--- src/rtl/jesd204_emb_pkg.sv ---
// Shared types and constants for the JESD204C receive-lane extended-multiblock
// alignment stage.
package jesd204_emb_pkg;

    typedef enum logic [1:0] {
        ST_INIT    = 2'd0,
        ST_HUNT    = 2'd1,
        ST_CONFIRM = 2'd2,
        ST_LOCK    = 2'd3
    } emb_state_e;

    localparam logic [1:0] SH_BIT0 = 2'b01;
    localparam logic [1:0] SH_BIT1 = 2'b10;

    // Bits 27..30 are zero and bit 31 is one in a valid end-of-multiblock marker
    localparam int          EOMB_POS       = 27;
    localparam int          EOEMB_POS      = 22;
    localparam logic [31:0] EOMB_ZERO_MASK = 32'h0000_000F << EOMB_POS;
    localparam logic [31:0] EOMB_ONE_MASK  = 32'h0000_0001 << (EOMB_POS + 4);

    // Separator bits at positions 3, 7, 11, 15, 19 and 23 are always one
    localparam logic [31:0] SEP_MASK        = 32'h0088_8888;
    localparam logic [31:0] EOMB_CHECK_MASK = EOMB_ZERO_MASK | EOMB_ONE_MASK | SEP_MASK;
    localparam logic [31:0] EOMB_CHECK_VAL  = EOMB_ONE_MASK | SEP_MASK;

    function automatic logic sh_invalid(input logic [1:0] hdr);
        return (hdr != SH_BIT0) && (hdr != SH_BIT1);
    endfunction

endpackage

--- src/rtl/jesd204_sh_word_extract.sv ---
// Sync-header bit extraction: decodes each header to one multiblock bit,
// shifts it into a 32-bit word and slices the marker and field bits from it.
module jesd204_sh_word_extract
    import jesd204_emb_pkg::*;
(
    input  logic        usr_clk,
    input  logic        resetn,
    input  logic        clear,
    input  logic [1:0]  rx_header,
    output logic        sh_err,
    output logic        eomb_match,
    output logic        eoemb,
    output logic [11:0] crc12,
    output logic [7:0]  cmd
);

    logic [31:0] sr_r;
    logic        sh_err_r;
    logic        hdr_bit_s;
    logic        hdr_bad_s;

    // Invalid headers (00/11) decode as zero
    assign hdr_bit_s = (rx_header == SH_BIT1);
    assign hdr_bad_s = sh_invalid(rx_header);

    // Oldest bit ends at sr_r[0], so after a full multiblock sr_r[k] holds bit k
    always_ff @(posedge usr_clk) begin
        if (!resetn) begin
            sr_r     <= 32'd0;
            sh_err_r <= 1'b0;
        end else if (clear) begin
            sr_r     <= 32'd0;
            sh_err_r <= 1'b0;
        end else begin
            sr_r     <= {hdr_bit_s, sr_r[31:1]};
            sh_err_r <= hdr_bad_s;
        end
    end

    assign sh_err     = sh_err_r;
    assign eomb_match = ((sr_r & EOMB_CHECK_MASK) == EOMB_CHECK_VAL);
    assign eoemb      = sr_r[EOEMB_POS];
    assign crc12      = {sr_r[0],  sr_r[1],  sr_r[2],
                         sr_r[4],  sr_r[5],  sr_r[6],
                         sr_r[8],  sr_r[9],  sr_r[10],
                         sr_r[12], sr_r[13], sr_r[14]};
    assign cmd        = {sr_r[16], sr_r[17], sr_r[18],
                         sr_r[20], sr_r[21],
                         sr_r[24], sr_r[25], sr_r[26]};

endmodule

--- src/rtl/jesd204_rx_emb_align.sv ---
// JESD204C 64B66B receive lane: multiblock hunt/confirm/lock FSM, block
// counter and registered EoMB, CRC-12 and command outputs.
module jesd204_rx_emb_align
    import jesd204_emb_pkg::*;
#(
    parameter int CONFIRM_CNT = 4,
    parameter int LOSS_CNT    = 4
) (
    input  logic        usr_clk,
    input  logic        resetn,
    input  logic [63:0] rx_data,
    input  logic [1:0]  rx_header,
    input  logic        rx_block_sync,
    output logic [63:0] o_data,
    output logic [4:0]  o_blk_idx,
    output logic        o_eomb,
    output logic        o_eoemb,
    output logic [11:0] o_crc12,
    output logic [7:0]  o_cmd,
    output logic        o_emb_lock,
    output logic        o_sh_err
);

    localparam logic [3:0] CONFIRM_TGT = 4'(CONFIRM_CNT);
    localparam logic [3:0] LOSS_TGT    = 4'(LOSS_CNT);

    emb_state_e  state_r;
    emb_state_e  state_nx_s;
    logic [3:0]  good_cnt_r;
    logic [3:0]  good_cnt_nx_s;
    logic [3:0]  bad_cnt_r;
    logic [3:0]  bad_cnt_nx_s;
    logic [4:0]  blk_cnt_r;
    logic [4:0]  blk_cnt_nx_s;
    logic        emit_s;
    logic        check_s;
    logic        eomb_match_s;
    logic        eoemb_s;
    logic        sh_err_s;
    logic [11:0] crc12_s;
    logic [7:0]  cmd_s;
    logic [63:0] data_d1_r;

    jesd204_sh_word_extract u_extract (
        .usr_clk    (usr_clk),
        .resetn     (resetn),
        .clear      (~rx_block_sync),
        .rx_header  (rx_header),
        .sh_err     (sh_err_s),
        .eomb_match (eomb_match_s),
        .eoemb      (eoemb_s),
        .crc12      (crc12_s),
        .cmd        (cmd_s)
    );

    assign check_s = (blk_cnt_r == 5'd31);

    // Next-state, counter and EoMB-emit decode; loss of block sync overrides all
    always_comb begin
        state_nx_s    = state_r;
        good_cnt_nx_s = good_cnt_r;
        bad_cnt_nx_s  = bad_cnt_r;
        blk_cnt_nx_s  = blk_cnt_r + 5'd1;
        emit_s        = 1'b0;

        case (state_r)
            ST_INIT: begin
                if (rx_block_sync) begin
                    state_nx_s = ST_HUNT;
                end else begin
                    state_nx_s = ST_INIT;
                end
            end
            ST_HUNT: begin
                if (eomb_match_s) begin
                    state_nx_s    = ST_CONFIRM;
                    good_cnt_nx_s = 4'd1;
                    blk_cnt_nx_s  = 5'd0;
                end else begin
                    state_nx_s = ST_HUNT;
                end
            end
            ST_CONFIRM: begin
                if (!check_s) begin
                    state_nx_s = ST_CONFIRM;
                end else if (!eomb_match_s) begin
                    state_nx_s    = ST_HUNT;
                    good_cnt_nx_s = 4'd0;
                end else if ((good_cnt_r + 4'd1) == CONFIRM_TGT) begin
                    // The marker that completes confirmation is delivered as a real EoMB
                    state_nx_s    = ST_LOCK;
                    good_cnt_nx_s = 4'd0;
                    bad_cnt_nx_s  = 4'd0;
                    emit_s        = 1'b1;
                end else begin
                    good_cnt_nx_s = good_cnt_r + 4'd1;
                end
            end
            ST_LOCK: begin
                if (!check_s) begin
                    state_nx_s = ST_LOCK;
                end else if (eomb_match_s) begin
                    bad_cnt_nx_s = 4'd0;
                    emit_s       = 1'b1;
                end else if ((bad_cnt_r + 4'd1) == LOSS_TGT) begin
                    state_nx_s   = ST_HUNT;
                    bad_cnt_nx_s = 4'd0;
                end else begin
                    bad_cnt_nx_s = bad_cnt_r + 4'd1;
                end
            end
            default: begin
                state_nx_s = ST_INIT;
            end
        endcase

        if (!rx_block_sync) begin
            state_nx_s    = ST_INIT;
            good_cnt_nx_s = 4'd0;
            bad_cnt_nx_s  = 4'd0;
            blk_cnt_nx_s  = 5'd0;
            emit_s        = 1'b0;
        end else begin
            emit_s = emit_s;
        end
    end

    // FSM state and alignment counters
    always_ff @(posedge usr_clk) begin
        if (!resetn) begin
            state_r    <= ST_INIT;
            good_cnt_r <= 4'd0;
            bad_cnt_r  <= 4'd0;
            blk_cnt_r  <= 5'd0;
        end else begin
            state_r    <= state_nx_s;
            good_cnt_r <= good_cnt_nx_s;
            bad_cnt_r  <= bad_cnt_nx_s;
            blk_cnt_r  <= blk_cnt_nx_s;
        end
    end

    // Lane outputs; fields hold their last good value between EoMB pulses
    always_ff @(posedge usr_clk) begin
        if (!resetn) begin
            o_blk_idx  <= 5'd0;
            o_eomb     <= 1'b0;
            o_eoemb    <= 1'b0;
            o_crc12    <= 12'd0;
            o_cmd      <= 8'd0;
            o_emb_lock <= 1'b0;
            o_sh_err   <= 1'b0;
        end else begin
            o_blk_idx  <= rx_block_sync ? blk_cnt_r : 5'd0;
            o_eomb     <= emit_s;
            o_eoemb    <= emit_s & eoemb_s;
            o_emb_lock <= (state_nx_s == ST_LOCK);
            o_sh_err   <= sh_err_s;
            if (emit_s) begin
                o_crc12 <= crc12_s;
                o_cmd   <= cmd_s;
            end else begin
                o_crc12 <= o_crc12;
                o_cmd   <= o_cmd;
            end
        end
    end

    // Two-stage data pipe keeps block 31 aligned with its EoMB pulse
    always_ff @(posedge usr_clk) begin
        if (!resetn) begin
            data_d1_r <= 64'd0;
            o_data    <= 64'd0;
        end else begin
            data_d1_r <= rx_data;
            o_data    <= data_d1_r;
        end
    end

endmodule

--- config.mk ---
export PLATFORM = sky130hd
export DESIGN_NAME = jesd204_rx_emb_align
export DESIGN_NICKNAME = d
export VERILOG_FILES = /design/src/rtl/jesd204_emb_pkg.sv /design/src/rtl/jesd204_sh_word_extract.sv /design/src/rtl/jesd204_rx_emb_align.sv
export SDC_FILE = /design/constraint.sdc
export NUM_CORES = 1
export LEC_CHECK = 0
export BUFFER_PORTS_ARGS = -buffer_cell sky130_fd_sc_hd__buf_2
export CAP_MARGIN = 0
export CORE_MARGIN = 1
export CORE_UTILIZATION = 45
export CTS_CLUSTER_SIZE = 10
export DETAILED_ROUTE_END_ITERATION = 6
export GPL_ROUTABILITY_DRIVEN = 0
export GPL_TIMING_DRIVEN = 0
export PLACE_DENSITY = 0.71
export SLEW_MARGIN = 40
export SYNTH_ARGS = -nofsm -noshare
export SYNTH_HDL_FRONTEND = slang
export SYNTH_HIERARCHICAL = 1
export SYNTH_SLANG_ARGS = --single-unit
export TNS_END_PERCENT = 20
--- constraint.sdc ---
create_clock -name usr_clk -period 5.7 [get_ports usr_clk]
set_input_delay 0.285 -clock usr_clk [delete_from_list [all_inputs] [get_ports usr_clk]]
set_output_delay 0.285 -clock usr_clk [all_outputs]
set_load 0.005 [all_outputs]
==> qor.csv <==
stage,metric,value,unit
final_layout,post_route_cells_drive_above_1_share,0.2916,
drt,routed-via-count,4704,
clock_tree,clock_root_buffer,clkbuf_16,
yosys,yosys_register_bits,205,
die,fp.dieW,121.8,um
final_layout,layout.cells.most_common_list,"205 x dfxtp_1, 166 x buf_2, 146 x and2_1",
final_layout,post_layout_nonfiller_instances,1003,
sta,layout_min_cycle_time,2479,ps
sta,unrepaired_setup_endpoints_after_global_routing,false,
power,power.leakage,3.897,nW
global_route,maximum_number_of_pins_on_one_net_before_global_route_repair,13,
yosys,yosysWarnings,6,
drt,drtAntennaViolNets,0,
global_route,track_usage,0.1883,
sta,final.setup_skew,13.39,ps
die,initial_core_util,0.4634,
placed_design,placed_cells,933,
yosys,netlist_area,6457,um^2
drt,finalWirelength,13.90,mm
hold_path,hp-class,input pin to flip-flop,
final_layout,layout-area-overhead-vs-synth,32.18,%
yosys,synth_seq_area_share,0.6355,
die,fp.dieH,121.8,um
job,max_cap_violations,0,
power,ratio_of_total_power_to_cell_area,339.4,nW/um^2
sta,layout_setup_ws,3221,ps
worst_setup_path,ff2ff_setup_slack,3220,ps
sta,final-max-slew-violation-count,0,
yosys,postSynthNetCount,669,
sta,min_period_over_period,0.4348,
final_layout,layout.cells.most_common,dfxtp_1,
clock_tree,cts-root-to-sink-buffers,3,
sta,finalSetupTns,0,ps
drt,route.detailed.vias_per_inst,4.690,
sta,hold_ws,19.31,ps
placed_design,detailed_place_hpwl,9.543,mm
sta,slew_headroom,0.5012,
sta,hold_violations,0,
global_route,grt_antenna_before_repair,0,
outcome,outcome,"finished, final reports clean",
sta,worst_pin_slew,742.1,ps
die,placement_rows,43,
drt,route.layer.met1.wl,6.001,mm
power,vdd_drop_max,232.9,uV
clock_tree,worstSkewPairLatency,490,ps
yosys,synthDominantCellAreaShare,0.6355,
sta,setup_viol_count_final,0,
yosys,synth.lib_cells_used.distinct,43,
placed_design,port_buffers,160,
worst_setup_path,criticalPathCategory,flip-flop to flip-flop,
final_layout,diodes,0,
placed_design,place_worst_setup_slack,3223,ps
clock_tree,cts_buffers,24,
yosys,async_reset_ff_frac,0,
clock_tree,htree_num_levels,1,
drt,top_signal_layer_used,met4,
worst_setup_path,worst_setup_path_end_kind,flip-flop,
worst_setup_path,worst_ep_arrival_time,2890,ps
global_route,grt_pass1_wl,22.31,mm
worst_setup_path,cp.required,6110,ps
drt,drt_pass1_iterations,4,
power,power,2.897,mW
die,floorplan.die_area,14830,um^2
yosys,yosys_most_used_dff,dfxtp_1,
drt,drc_errors,0,
clock_tree,worst_setup_hold_path_clk_slew,50,ps
final_layout,postLayoutCoreUtil,0.6126,
yosys,synthesized_area_per_cell,10.89,um^2
final_layout,fin_area,8536,um^2
worst_setup_path,crit_fanout,10,
clock_tree,clock_tree_sinks,205,
global_route,gr-total-overflow,0,
worst_setup_path,crit_path_start_kind,flip-flop,
die,pin_count,162,
yosys,yosys.area.top_type,dfxtp_1,
yosys,postSynthCellCount,593,
final_layout,design.final.nets,896,
drt,average_detailed_routed_wire_length_per_instance,13.86,um
sta,timing.fmax,403.5,MHz
drt,length_of_routed_met3_wiring,964,um
die,core_area,13930,um^2
drt,met2_length,6.718,mm
global_route,grt_pass1_vias,4742,
yosys,edff_count_synth,0,
placed_design,dpl_cell_area,7483,um^2
drt,first_iter_violations,258,
yosys,synth_area_leaders,"dfxtp_1 64%, and2_1 14%, and2_2 2.4%",
clock_tree,cts_tree,yes,
clock_tree,number_of_gates_given_a_new_drive_strength_after_cts,0,
==> area by class of cell <==
type | count | area [um^2]
fillers | 1125 | 5399
flip-flops and latches | 205 | 4104
multi-input cells | 328 | 2023
repair buffers | 201 | 1211
clock buffers | 28 | 625.6
plain buffers | 51 | 296.5
well taps | 180 | 225.2
inverters | 9 | 33.78
clock inverters | 1 | 16.27
==> cell families after synthesis <==
group	count (synthesis)	share of synthesized area
AO/OA/AOI/OAI	74	0.06705
XOR/XNOR	3	0.004070
adder cells (fa/ha/maj)	7	0.01356
buffers and inverters	60	0.05115
flip-flops	205	0.6355
AND/OR/NAND/NOR	244	0.2286
==> what timing repair did <==
action | 4_1_cts | 5_1_grt
setup buffers | 0 | 0
hold endpoints to repair | 41 | 0
hold buffers | 41 | 0
==> power breakdown <==
part,internal [mW],switching (mW)
Sequential,1.48,0.0104
Clock,0.762,0.512
Combinational,0.0747,0.0593
Total,2.32,0.581
==> synthesized netlist by cell type, types with 2 or more instances <==
library cell,count
dfxtp_1,205
nor2b_1,3
ha_1,7
buf_2,6
nand2_1,13
a41oi_1,2
a22oi_1,2
a31oi_1,2
nor3_1,4
and2b_1,2
inv_1,9
and2_2,21
o21ai_0,22
nand2b_1,3
o41ai_1,2
nor2_1,14
xor2_1,2
o21ai_1,6
nand3_1,24
clkbuf_1,22
and3_1,8
a21oi_1,27
buf_4,20
and2_1,146
buf_6,3
==> flip-flops by register name (all words and copies together), names as in the netlist, 2 cells and up <==
signal          cells
good_cnt_r          4
u_extract/sr_r     32
o_data             64
o_crc12            12
data_d1_r          64
o_blk_idx           5
blk_cnt_r           5
state_r             2
o_cmd               8
bad_cnt_r           4
==> worst paths after layout <==
kind	to	depth (start not counted)	startpoint
worst max-delay path	o_crc12[7]$_SDFFE_PN0P_	7	u_extract/sr_r[28]$_SDFF_PP0_
worst min-delay path	data_d1_r[38]$_SDFF_PN0_	2	rx_data[38]
worst max register to register	o_crc12[7]$_SDFFE_PN0P_	7	u_extract/sr_r[28]$_SDFF_PP0_
worst min register to register	o_data[24]$_SDFF_PN0_	1	data_d1_r[24]$_SDFF_PN0_
==> metal layers <==
metal  GRT usage  vias to the layer above
met5           0                        -
met4     0.05170                        0
met1      0.2313                     2168
li1            -                     2351
met3     0.03464                       20
met2      0.3347                      165
==> worst max-delay path, cell delays in order, from the launching register on <==
cell	delay [ps]
dfxtp_1	310
nand4b_1	190
nor4_2	680
inv_1	200
nor3_1	330
clkbuf_1	380
nand3_1	140
a21oi_1	150
(Power assumes the default switching activity.)
